**config.mk**
```make
export PLATFORM = sky130hd
export DESIGN_NAME = store_size_rmw
export DESIGN_NICKNAME = d
export VERILOG_FILES = /design/src/rtl/store_size_rmw.sv
export SDC_FILE = /design/constraint.sdc
export NUM_CORES = 1
export LEC_CHECK = 0
export ABC_AREA = 1
export BUFFER_PORTS_ARGS = -buffer_cell sky130_fd_sc_hd__buf_2
export CAP_MARGIN = 5
export CORE_ASPECT_RATIO = 1.75
export CORE_MARGIN = 2
export CORE_UTILIZATION = 45
export CTS_CLUSTER_DIAMETER = 150
export DETAILED_ROUTE_END_ITERATION = 6
export PLACE_DENSITY = 0.76
export SYNTH_ARGS = -nofsm -noshare
export SYNTH_HDL_FRONTEND = slang
export SYNTH_SLANG_ARGS = --single-unit
```
**constraint.sdc**
```tcl
create_clock -name clk -period 1.66 [get_ports clk]
set_clock_uncertainty 0.15 [all_clocks]
set_input_delay 0.083 -clock clk [delete_from_list [all_inputs] [get_ports clk]]
set_output_delay 0.083 -clock clk [all_outputs]
set_load 0.02 [all_outputs]
```
**src/rtl/store_size_rmw.sv**
```systemverilog
// rtl/store_size_rmw.sv - store-path size handler: direct word writes, read-modify-write for half/byte
// Merges the narrow lane into the aligned memory word and issues a single write per accepted store.
module store_size_rmw #(
  parameter int MEM_LAT = 1
) (
  input  logic        clk,
  input  logic        reset,
  input  logic        start,
  input  logic [1:0]  size,
  input  logic [31:0] addr,
  input  logic [31:0] wdata_in,
  input  logic [31:0] mem_rdata,
  output logic [31:0] mem_addr,
  output logic        mem_wr,
  output logic [31:0] mem_wdata,
  output logic        busy,
  output logic        done,
  output logic        err
);

  localparam logic [1:0] ST_IDLE  = 2'd0;
  localparam logic [1:0] ST_READ  = 2'd1;
  localparam logic [1:0] ST_WRITE = 2'd2;
  localparam logic [1:0] ST_DONE  = 2'd3;

  localparam int CW = (MEM_LAT > 1) ? $clog2(MEM_LAT) : 1;

  logic [1:0]    state;
  logic [CW-1:0] lat_cnt;
  logic          cap_byte;
  logic [1:0]    cap_lane;
  logic [15:0]   cap_wdata;
  logic          req_err;
  logic [31:0]   merged;

  assign req_err = (size == 2'b11) ||
                   (size == 2'b01 && addr[0]) ||
                   (size == 2'b00 && addr[1:0] != 2'b00);

  // Little-endian lanes: byte lane n is bits [8n+7:8n], half lane selected by addr[1].
  always_comb begin
    merged = mem_rdata;
    if (cap_byte) begin
      case (cap_lane)
        2'd0:    merged[7:0]   = cap_wdata[7:0];
        2'd1:    merged[15:8]  = cap_wdata[7:0];
        2'd2:    merged[23:16] = cap_wdata[7:0];
        default: merged[31:24] = cap_wdata[7:0];
      endcase
    end else if (cap_lane[1]) begin
      merged[31:16] = cap_wdata;
    end else begin
      merged[15:0] = cap_wdata;
    end
  end

  always_ff @(posedge clk or negedge reset) begin
    if (!reset) begin
      state     <= ST_IDLE;
      lat_cnt   <= '0;
      cap_byte  <= 1'b0;
      cap_lane  <= 2'b00;
      cap_wdata <= 16'h0;
      mem_addr  <= 32'h0;
      mem_wr    <= 1'b0;
      mem_wdata <= 32'h0;
      busy      <= 1'b0;
      done      <= 1'b0;
      err       <= 1'b0;
    end else begin
      case (state)
        ST_IDLE: begin
          if (start) begin
            mem_addr  <= {addr[31:2], 2'b00};
            cap_byte  <= (size == 2'b10);
            cap_lane  <= addr[1:0];
            cap_wdata <= wdata_in[15:0];
            busy      <= 1'b1;
            if (req_err) begin
              done  <= 1'b1;
              err   <= 1'b1;
              state <= ST_DONE;
            end else if (size == 2'b00) begin
              mem_wdata <= wdata_in;
              mem_wr    <= 1'b1;
              state     <= ST_WRITE;
            end else begin
              lat_cnt <= CW'(MEM_LAT - 1);
              state   <= ST_READ;
            end
          end
        end
        ST_READ: begin
          if (lat_cnt == '0) begin
            mem_wdata <= merged;
            mem_wr    <= 1'b1;
            state     <= ST_WRITE;
          end else begin
            lat_cnt <= lat_cnt - 1'b1;
          end
        end
        ST_WRITE: begin
          mem_wr <= 1'b0;
          done   <= 1'b1;
          state  <= ST_DONE;
        end
        default: begin
          done  <= 1'b0;
          err   <= 1'b0;
          busy  <= 1'b0;
          state <= ST_IDLE;
        end
      endcase
    end
  end

endmodule
```
==> results by group, run 1 <==
Yosys
  – Post-synth EDFFs: 0
  – Post-Syn Area: roughly 0.0050 sq mm
  – FFs w/ async S/R, synth: 100.0%
  – Top cells by instance count after synthesis: nand2_1, dfrtp_1, nor2_1
  – Yosys top cell by area: dfrtp_1
  – Share of the synthesized area in the top cell type: a little over two fifths
  – Most frequent cell after synthesis: nand2_1
  – Mean post-synth cell area: around 6.5 sq um
  – Sequential fraction of the synthesis area: between 40% and 50%
  – Synth area leaders: dfrtp_1, nand2_1, nor2_1
  – Synth unique cells: 21
  – Synthesized flop and latch total: 87
  – Warnings from Yosys: 0
  – Top FF cell, synth: dfrtp_1
  – Post-synthesis cell count: approximately 770

Setup path
  – Setup CP Type: reg -> reg
  – Critical path's top delay family: flip-flops
  – Worst reg2reg path depth: 9
  – Worst path max stage delay: around 0.4 ns
  – Most used cell, CP: nand2_1
  – CP max stage cell: dfrtp_1
  – Worst path buffer plus inverter count: 3
  – CP Capture Type: flop
  – Critical path launch point type: flop
  – CP cell instances: inv_2 -> ha_4 -> inv_6 -> a21oi_4 -> nand2_8 -> clkbuf_16 -> nor2_4 -> nand2_1 -> nand2_1
  – Worst EP required: about 1.8 ns
  – Critical path peak fanout: 7
  – Crit. path cell count: 9
  – CP Data Arrival Time: about 1.8 ns

Final layout
  – Count of filler cells inserted in the layout: a little over 900
  – Share of layout cells above drive strength 1: between 20% and 30%
  – Fin area: ~0.0074 sq mm
  – P&R area growth vs syn: 48.90%
  – Finished Core Util: between 60% and 70%
  – Nets: around 1100

Detailed routing
  – 1st-pass router iterations: 5
  – Via/cell ratio: a little over 5
  – Total Wirelength: 17550 microns
  – Drt wl/cell: 15.21 microns
  – Total number of vias: about 5900
  – Initial drt markers: between 400 and 500
  – Final ANT Viol Nets: 0
  – # DRC: 0

Clock network
  – CTS Buffer Depth: 2
  – CTS sink cnt: 87
  – CTS tree: done
  – Worst-Skew Late Latency: around 0.34 ns
  – Number of CTS-inserted buffers: 9
  – CTS Root Cell: clkbuf_16
  – Clock transition at path regs: about 0.060 ns
  – H-tree levels: 3

Power and ir drop
  – Clock network fraction of total power: 13.5%
  – LEAKAGE: around 0.0042 uW
  – Max rail drop VDD: between 1000 and 1500 uV
  – PD cells: around 2000 mW/mm^2
  – Sequential Power Share: between 20% and 30%
  – Internal power: between 7000 and 8000 uW
  – Combinational share of power: between 60% and 70%
  – Switching Share: a little under 50%
  – Switching pwr: a little over 7000 uW

Global route
  – First-pass GRT wire length: roughly 27000 microns
  – Vias in the first global route: 5840
  – GRT Total Usage: between 20% and 30%
  – Initial antenna violation count: 1
  – Total grt overflow: 0
  – Largest net degree at the start of global routing: 41

Die
  – Core box area: approximately 0.011 sq mm
  – Die Wd: 83.56 microns
  – Initial core utilization: ~46%
  – FP Rows: 50
  – IO Pins: 169
  – Die Ht: around 140 microns
  – Die area: ~0.012 sq mm

Timing
  – Final max-slew violation count: 0
  – Min cycle time layout: 1.710 ns
  – RSZ-0062 raised after global routing: yes
  – Period Utilization, post-route: 103.0%
  – Achievable Freq: roughly 0.58 GHz
  – Worst setup margin: -0.05004 ns
  – Final Setup Violations: 32
  – Final Hold Viols: 0

Place
  – Gpl congestion: 0.9170
  – Final HPWL DP: roughly 11000 microns
  – Port Buffers: between 150 and 200
  – Placed cell area: around 0.0061 sq mm
  – Setup WS pre-CTS: -0.01790 ns

Outcome
  – Failing checks: setup timing
  – Status: finished, violations left

Worst hold path
  – Worst hold-check path type: in -> reg
  – Worst Hold Depth: 7

Run
  – Maxcap violations: 0
-- final cells by class --
class	count	area [sq um]	area share [%]
Antenna cell	1	2.502	0.03372
Inverter	57	219.0	2.950
Multi-Input combinational cell	590	2586	34.84
Clock buffer	13	250.2	3.372
Clock inverter	3	42.54	0.5732
Timing Repair Buffer	273	1981	26.69
Sequential cell	87	2178	29.35
Tap cell	130	162.7	2.192
-- what timing repair did --
action	in CTS	in global routing
pin swaps	3	6
resized for setup	7	49
cloned	1	4
setup endpoints to repair	27	53
hold buffers	67	0
endpoints found under the hold margin	169	0
buffers inserted	1	5
-- cells by family (layout without fill, tap and decap cells) --
kind of cell             after synthesis  after routing  synth area share [%]
buffers and inverters                 96            346                 8.308
AO/OA/AOI/OAI                         49             49                 4.995
other                                  1              3               0.07523
flip-flops                            87             87                 43.67
AND/OR/NAND/NOR                      535            535                 41.94
adder cells (fa/ha/maj)                4              4                 1.004
-- final timing paths --
| check | startpoint | to | slack (ns) |
|---|---|---|---|
| max | state[1] | mem_wdata[20] | -0.05 |
| min | mem_rdata[2] | mem_wdata[2] | 0.01 |
| max reg2reg | state[1] | mem_wdata[20] | -0.05 |
| min reg2reg | mem_addr[11] | mem_addr[11] | 0.32 |
| max in group asynchronous | reset | cap_lane[1] | 0.77 |
| min in group asynchronous | reset | mem_addr[29] | 0.06 |
-- power groups by stage --
stage / combinational, uW / clock (uW) / sequential, uW
4_1_cts: 8040 / 2060 / 3810
2_1_floorplan: 4180 / 0 / 4680
3_3_place_gp: 7480 / 0 / 3820
5_1_grt: 10100 / 2160 / 3940
3_5_place_dp: 7620 / 0 / 3810
6_report: 9210 / 2030 / 3830
-- per-stage QoR --
step                      TNS (ns)  hold slack [ns]  power [uW]  instances
after floorplan                  0          -0.3626        8860        773
after global placement           0          -0.1152       11300       1059
after detailed placement   -0.1328          -0.1153       11440       1059
after CTS                        0         0.004483       13900       1144
after global routing        -2.977          0.05094       16170       1154
final                      -0.7890          0.01274       15060       1154
-- worst reg2reg max path: cells and delay by family, from the launching register on --
| family | cells | cell delay (ns) |
|---|---|---|
| buf+inv | 3 | 0.39 |
| compound gates | 1 | 0.20 |
| flops | 1 | 0.39 |
| simple gates | 4 | 0.31 |
| fa+ha+maj | 1 | 0.21 |
-- metal layers --
| metal | global-route usage, % | vias to the layer above | share of wire, % |
|---|---|---|---|
| met3 | 4.451 | 75 | 5.5 |
| li1 | - | 2831 | - |
| met5 | 0 | - | 0 |
| met4 | 16.72 | 0 | 5.9 |
| met2 | 53.09 | 262 | 53 |
| met1 | 29.90 | 2740 | 35 |
-- sequential cells by signal, indices dropped and copies added, names as in the netlist --
name,count
busy,1
cap_byte,1
cap_lane,2
cap_wdata,16
done,1
err,1
mem_addr,30
mem_wdata,32
mem_wr,1
state,2
-- cell usage in the layout, fill, tap and decap left out, types with 2 or more instances in the layout --
master,count
nor2_1,41
nand2_2,3
a21oi_1,25
inv_1,50
ha_4,2
dfrtp_1,86
nand2_1,413
clkbuf_16,12
o21ai_0,23
nor2_2,12
inv_2,6
nand3_1,46
dlygate4sd3_1,67
nor2_4,15
buf_2,165
clkbuf_1,3
buf_4,28
nand4_1,2
conb_1,2
buf_12,8
ha_1,2
No activity file was read; power rests on OpenSTA's default activity.
==> run 2, diff against run 1 <==
Settings changed: CELL_PAD_IN_SITES_DETAIL_PLACEMENT set to 0, CELL_PAD_IN_SITES_GLOBAL_PLACEMENT set to 1, CORE_UTILIZATION 45 to 31, MAX_ROUTING_LAYER set to met4, PLACE_DENSITY 0.76 to unset, PLACE_DENSITY_LB_ADDON set to 0.1.
==> run 2 against run 1 <==
Effect of this change: the flow still finishes with violations (setup timing); global-route usage shrank 7.4 points; die area rose by 43%; final cell count up 4.8%; sequential share of layout area is 0.34 points higher; combinational power down 8.9%; critical endpoint is now mem_wdata[9].
==> results by group, run 2 (synthesis results as in run 1) <==
Setup path
  – RR Startpoint: state[0] (was state[1])
  – Critical path's top delay family: flip-flops (unchanged)
  – Worst reg2reg path depth: 10 (was 9)
  – CP max stage cell: dfrtp_2 (was dfrtp_1)
  – Critical path launch point type: flop (unchanged)
  – CP Capture Type: flop (unchanged)
  – Critical path peak fanout: 22 (was 7)
  – R2R Path End: mem_wdata[9] (was mem_wdata[20])
  – Setup CP Type: reg -> reg (unchanged)
  – CP Data Arrival Time: 1.75 ns (was 1.84 ns)
  – R2r setup slk: -0.002 ns (was -0.05 ns)
  – Worst EP required: 1.75 ns (was 1.79 ns)
  – Worst path buffer plus inverter count: 3 (unchanged)
  – Most used cell, CP: nand2_1 (unchanged)
  – Worst path max stage delay: 0.44 ns (was 0.39 ns)
  – CP cell instances: inv_2 -> ha_4 -> inv_4 -> nor2_4 -> a21oi_4 -> nand2_4 -> buf_12 -> nor2_1 -> nand2_1 -> nand2_1 (was inv_2 -> ha_4 -> inv_6 -> a21oi_4 -> nand2_8 -> clkbuf_16 -> nor2_4 -> nand2_1 -> nand2_1)

Final layout
  – Largest Register: mem_wdata (unchanged)
  – Nets: 1118 (was 1123)
  – P&R area growth vs syn: 47.19% (was 48.90%)
  – Share of layout cells above drive strength 1: 24.07% (was 25.71%)
  – Regs by FF count: mem_wdata (32), mem_addr (30), cap_wdata (16) (unchanged)
  – Fin cells: 1209 (was 1154)
  – Finished Core Util: 46.44% (was 68.98%)
  – Max reg flops: 32 (unchanged)
  – Commonest non-fill, non-tap cell in the layout: nand2_1 (unchanged)
  – Most frequent cells in the layout: nand2_1, buf_2, dfrtp_1 (unchanged)

Power and ir drop
  – Max rail drop VDD: 951.6 uV (was 1258 uV)
  – Pwr Total: 14290 uW (was 15060 uW)
  – Switching Share: 47.89% (was 48.10%)
  – Combinational share of power: 58.7% (was 61.1%)
  – Clock network fraction of total power: 14.6% (was 13.5%)
  – Sequential Power Share: 26.6% (was 25.4%)
  – PD cells: 1947 mW/mm^2 (was 2029 mW/mm^2)
  – Switching pwr: 6844 uW (was 7245 uW)
  – LEAKAGE: 0.004115 uW (was 0.004157 uW)
  – Internal power: 7445 uW (was 7817 uW)

Detailed routing
  – Total Wirelength: 17160 microns (was 17550 microns)
  – Final ANT Viol Nets: 0 (unchanged)
  – # DRC: 0 (unchanged)
  – Total number of vias: 5515 (was 5908)
  – Initial drt markers: 236 (was 413)
  – Drt wl/cell: 14.19 microns (was 15.21 microns)
  – Via/cell ratio: 4.562 (was 5.120)
  – 1st-pass router iterations: 5 (unchanged)

Outcome
  – Failing checks: setup timing (unchanged)
  – Status: finished, violations left (unchanged)

Worst hold path
  – Worst Hold Launch: mem_rdata[0] (was mem_rdata[2])
  – Worst hold-check path type: in -> reg (unchanged)
  – Hold Path End: mem_wdata[0] (was mem_wdata[2])
  – Worst Hold Depth: 7 (unchanged)

Timing
  – Hold Slack: 0.006958 ns (was 0.01274 ns)
  – Period Utilization, post-route: 100.1% (was 103.0%)
  – Final Setup Violations: 1 (was 32)
  – RSZ-0062 raised after global routing: yes (unchanged)
  – Final Hold Viols: 0 (unchanged)
  – Min cycle time layout: 1.662 ns (was 1.710 ns)
  – TNS Setup: -0.002208 ns (was -0.7890 ns)
  – Worst setup margin: -0.002208 ns (was -0.05004 ns)
  – Achievable Freq: 0.6016 GHz (was 0.5848 GHz)
  – Final max-slew violation count: 0 (unchanged)

Die
  – Die area: 0.01715 sq mm (was 0.01197 sq mm)
  – Die Wd: 99.86 microns (was 83.56 microns)
  – Core box area: 0.01580 sq mm (was 0.01076 sq mm)
  – Initial core utilization: 31.55% (was 46.33%)
  – Die Ht: 171.8 microns (was 143.2 microns)
  – FP Rows: 61 (was 50)
  – IO Pins: 169 (unchanged)

Global route
  – Initial antenna violation count: 2 (was 1)
  – GRT Total Usage: 21.07% (was 28.51%)
  – First-pass GRT wire length: 27650 microns (was 27190 microns)
  – Total grt overflow: 0 (unchanged)
  – Vias in the first global route: 5630 (was 5840)
  – Largest net degree at the start of global routing: 36 (was 41)

Clock network
  – Clock transition at path regs: 0.07 ns (was 0.06 ns)
  – CTS sink cnt: 87 (unchanged)
  – H-tree levels: 3 (unchanged)
  – Worst-Skew Late Latency: 0.34 ns (about the same)
  – CTS Buffer Depth: 2 (unchanged)
  – CTS tree: done (unchanged)
  – CTS Root Cell: clkbuf_16 (unchanged)
  – Number of CTS-inserted buffers: 9 (unchanged)

Run
  – Maxcap violations: 0 (unchanged)

Place
  – Gpl congestion: 0.8146 (was 0.9170)
  – Port Buffers: 166 (unchanged)
  – Final HPWL DP: 12610 microns (was 11180 microns)
  – Cell count after placement: 1121 (was 1059)
run 2: cell types whose count changed in the layout (fill, tap and decap cells not counted), sizes merged:
cell	previous run	this run
clkinvlp	1	2
clkbuf	16	10
dlygate4sd3	67	68
inv	57	59
buf	203	200
diode	1	2
run 2: layout make-up:
class / instances / area [sq um]
Fill cell: 1658 / 8462
Multi-Input combinational cell: 590 / 2465
Sequential cell: 87 / 2178
Timing Repair Buffer: 268 / 1939
Tap cell: 189 / 236.5
Clock buffer: 10 / 229.0
Inverter: 57 / 216.5
Clock inverter: 6 / 67.56
Antenna cell: 2 / 5.005
run 2: per-stage QoR:
stage,worst slack [ns],area (sq um)
2_1_floorplan,0.02405,4989
3_3_place_gp,0.01583,6248
3_5_place_dp,-0.06625,6248
4_1_cts,0.004259,7241
5_1_grt,-0.09663,7337
6_report,-0.002208,7337
run 2: how the worst max path moves through the flow:
stage	from	endpoint	slack [ns]	cells past startpoint
finish	state[0]	mem_wdata[9]	-0.002	10
global route	state[0]	mem_wdata[23]	-0.1	10
CTS	state[1]	mem_wdata[9]	0.004	9
detailed placement	state[1]	mem_wdata[9]	-0.07	9
global placement	state[0]	mem_wdata[10]	0.02	9
floorplan	state[1]	mem_wdata[24]	0.02	10
run 2: tightest hold or removal path: cells and delay by family:
family | cells | cell delay (ns)
AND/OR/NAND/NOR | 5 | 0.24
buffers and inverters | 1 | 0.09
AO/OA/AOI/OAI | 1 | 0.05
run 2: timing repair:
action,in CTS,in global routing
pin swaps,0,0
hold buffers,68,0
hold endpoints to repair,170,0
setup endpoints to repair,61,55
resized for setup,5,20
buffers inserted,0,2
run 2: layer usage:
layer	part of all wire, %	GRT usage, %	vias up
met5	0	-	-
met2	53	38.28	177
met1	39	23.17	2499
met4	2.7	7.207	0
li1	-	-	2819
met3	4.9	3.413	20
run 2: power groups by stage:
stage                     clock network (uW)  logic (uW)  registers, uW
final                                   2090        8390           3810
after global placement                     0        7980           3810
after global routing                    2240        9460           3940
after detailed placement                   0        8070           3810
after floorplan                            0        4180           4680
after CTS                               2170        8260           3810
==> run 3, diff against run 2 <==
Settings changed: CAP_MARGIN 5 to 10, CORE_UTILIZATION 31 to 34.
Clock period 1.66 ns to 1.85 ns, I/O delays scaled along.
==> run 3 against run 2 <==
Effect of this change: the flow now finishes without violations; sequential power decreased by 9.4%; combinational power decreased by 17%; total power decreased by 15%; critical path depth unchanged; clock power decreased by 14%; worst setup slack improved by 0.17 ns; global-route usage increased by 1.4 points; critical endpoint is now mem_wdata[5]; largest cell class unchanged.
==> results by group, run 3 (synthesis results as in run 1) <==
Power and ir drop
  – PD cells: 1722 mW/mm^2 (was 1947 mW/mm^2)
  – Combinational share of power: 57.1% (was 58.7%)
  – Max rail drop VDD: 773.0 uV (was 951.6 uV)
  – Switching Share: 48.86% (was 47.89%)
  – LEAKAGE: 0.004028 uW (was 0.004115 uW)
  – Sequential Power Share: 28.3% (was 26.6%)
  – Clock network fraction of total power: 14.7% (was 14.6%)
  – Pwr Total: 12190 uW (was 14290 uW)
  – Switching pwr: 5956 uW (was 6844 uW)
  – Internal power: 6235 uW (was 7445 uW)

Detailed routing
  – Total number of vias: 5471 (was 5515)
  – Drt wl/cell: 14.12 microns (was 14.19 microns)
  – 1st-pass router iterations: 4 (was 5)
  – Total Wirelength: 16760 microns (was 17160 microns)
  – Via/cell ratio: 4.609 (was 4.562)
  – Final ANT Viol Nets: 0 (unchanged)
  – # DRC: 0 (unchanged)
  – Initial drt markers: 176 (was 236)

Final layout
  – Share of layout cells above drive strength 1: 21.95% (was 24.07%)
  – Max reg flops: 32 (unchanged)
  – Antenna Cells: 0 (was 2)
  – Largest Register: mem_wdata (unchanged)
  – Regs by FF count: mem_wdata (32), mem_addr (30), cap_wdata (16) (unchanged)
  – Commonest non-fill, non-tap cell in the layout: nand2_1 (unchanged)
  – Nets: 1107 (was 1118)
  – Most frequent cells in the layout: nand2_1, buf_2, dfrtp_1 (unchanged)
  – P&R area growth vs syn: 42.04% (was 47.19%)

Setup path
  – R2r setup slk: 0.16 ns (was -0.002 ns)
  – Worst path max stage delay: 0.43 ns (was 0.44 ns)
  – Critical path launch point type: flop (unchanged)
  – Setup CP Type: reg -> reg (unchanged)
  – CP max stage cell: dfrtp_1 (was dfrtp_2)
  – Worst EP required: 1.93 ns (was 1.75 ns)
  – Critical path's top delay family: flip-flops (unchanged)
  – CP Data Arrival Time: 1.77 ns (was 1.75 ns)
  – R2R Path End: mem_wdata[5] (was mem_wdata[9])
  – Critical path peak fanout: 24 (was 22)
  – Worst path buffer plus inverter count: 3 (unchanged)
  – CP startpoint: state[1] (was state[0])
  – Worst reg2reg path depth: 10 (unchanged)
  – CP Capture Type: flop (unchanged)
  – RR Startpoint: state[1] (was state[0])
  – CP cell instances: inv_2 -> ha_2 -> inv_2 -> nor2_4 -> a21oi_2 -> nand2_4 -> buf_12 -> nor2_1 -> nand2_1 -> nand2_1 (was inv_2 -> ha_4 -> inv_4 -> nor2_4 -> a21oi_4 -> nand2_4 -> buf_12 -> nor2_1 -> nand2_1 -> nand2_1)

Die
  – IO Pins: 169 (unchanged)
  – Die Ht: 164.2 microns (was 171.8 microns)
  – Die area: 0.01568 sq mm (was 0.01715 sq mm)
  – Core box area: 0.01437 sq mm (was 0.01580 sq mm)
  – Die Wd: 95.53 microns (was 99.86 microns)
  – FP Rows: 58 (was 61)
  – Initial core utilization: 34.69% (was 31.55%)

Clock network
  – Clock transition at path regs: 0.07 ns (about the same)
  – CTS tree: done (unchanged)
  – CTS Buffer Depth: 2 (unchanged)
  – Total setup buffers inserted after CTS: 0 (unchanged)
  – CTS sink cnt: 87 (unchanged)
  – CTS Root Cell: clkbuf_16 (unchanged)
  – Worst-Skew Late Latency: 0.34 ns (about the same)
  – Number of CTS-inserted buffers: 9 (unchanged)
  – H-tree levels: 3 (unchanged)

Worst hold path
  – Worst hold-check path type: in -> reg (unchanged)
  – Worst Hold Launch: mem_rdata[0] (unchanged)
  – Worst Hold Depth: 7 (unchanged)
  – Hold Path End: mem_wdata[0] (unchanged)

Timing
  – Final max-slew violation count: 0 (unchanged)
  – RSZ-0062 raised after global routing: no (was yes)
  – Final Hold Viols: 0 (unchanged)
  – TNS Setup: 0 ns (was -0.002208 ns)
  – Min cycle time layout: 1.686 ns (was 1.662 ns)
  – Achievable Freq: 0.5931 GHz (was 0.6016 GHz)
  – Worst setup margin: 0.1639 ns (was -0.002208 ns)
  – Final Setup Violations: 0 (was 1)
  – Period Utilization, post-route: 91.14% (was 100.1%)

Place
  – Gpl congestion: 0.9793 (was 0.8146)
  – Port Buffers: 166 (unchanged)
  – Setup WS pre-CTS: 0.09209 ns (was -0.06625 ns)
  – Final HPWL DP: 12200 microns (was 12610 microns)

Global route
  – Total grt overflow: 0 (unchanged)
  – First-pass GRT wire length: 26540 microns (was 27650 microns)
  – GRT Total Usage: 22.47% (was 21.07%)
  – Vias in the first global route: 5365 (was 5630)
  – Largest net degree at the start of global routing: 43 (was 36)
  – Initial antenna violation count: 0 (was 2)

Outcome
  – Status: finished clean (was finished, violations left)

Run
  – Maxcap violations: 0 (unchanged)
run 3: cell count changes in the layout (fill, tap and decap cells not counted), sizes merged:
cell / delta
bufinv: -1
diode: -2
dlygate4sd3: -1
inv: -1
buf: -10
clkinvlp: -1
clkinv: +3
run 3: metrics by stage:
stage	util (%)	std cells	area [sq um]	hold WS, ns
floorplan	-	773	4989	-0.3531
global placement	42.55	1104	6115	-0.09706
detailed placement	42.55	1104	6115	-0.09170
CTS	49.19	1187	7068	0.0009279
global route	49.28	1187	7081	0.03268
finish	49.28	1187	7081	0.007511
run 3: area by class of cell:
type                    instances  area (sq um)
inverters                      57         214.0
flip-flops and latches         87          2177
fillers                      1505          7288
clock inverters                 6         43.79
multi-input cells             590          2410
clock buffers                  10         239.0
well taps                     180         225.2
repair buffers                257          1772
run 3: what timing repair did:
action | 4_1_cts | 5_1_grt
hold endpoints to repair | 169 | 0
setup endpoints to repair | 0 | 32
hold buffers | 67 | 0
gates resized for setup | 0 | 5
run 3: worst max path at each step:
stage / to / slack [ns] / cells past startpoint
2_1_floorplan: mem_wdata[24] / 0.21 / 10
3_3_place_gp: mem_wdata[1] / 0.15 / 10
3_5_place_dp: mem_wdata[3] / 0.09 / 10
4_1_cts: mem_wdata[9] / 0.06 / 10
5_1_grt: mem_wdata[28] / 0.007 / 10
6_report: mem_wdata[5] / 0.16 / 10
run 3: power by group through the flow:
stage               clock, uW  combinational (uW)  sequential [uW]
floorplan                   0                3750             4200
global placement            0                6820             3450
detailed placement          0                6920             3460
CTS                      1850                7030             3460
global route             1910                7850             3570
finish                   1790                6960             3450
run 3: metal layers:
layer	wire length, microns	share of wire [%]	up-vias	track usage [%]
met5	0	0	-	-
met4	476	2.8	0	9.221
met3	692	4.1	24	2.706
met2	8661	52	151	38.81
met1	6930	41	2504	26.00
li1	-	-	2792	-
run 3: worst reg2reg max path, cell delays in order (launching register included):
cell	delay, ns
dfrtp_1	0.43
inv_2	0.10
ha_2	0.20
inv_2	0.07
nor2_4	0.12
a21oi_2	0.06
nand2_4	0.11
buf_12	0.17
nor2_1	0.07
nand2_1	0.05
nand2_1	0.05
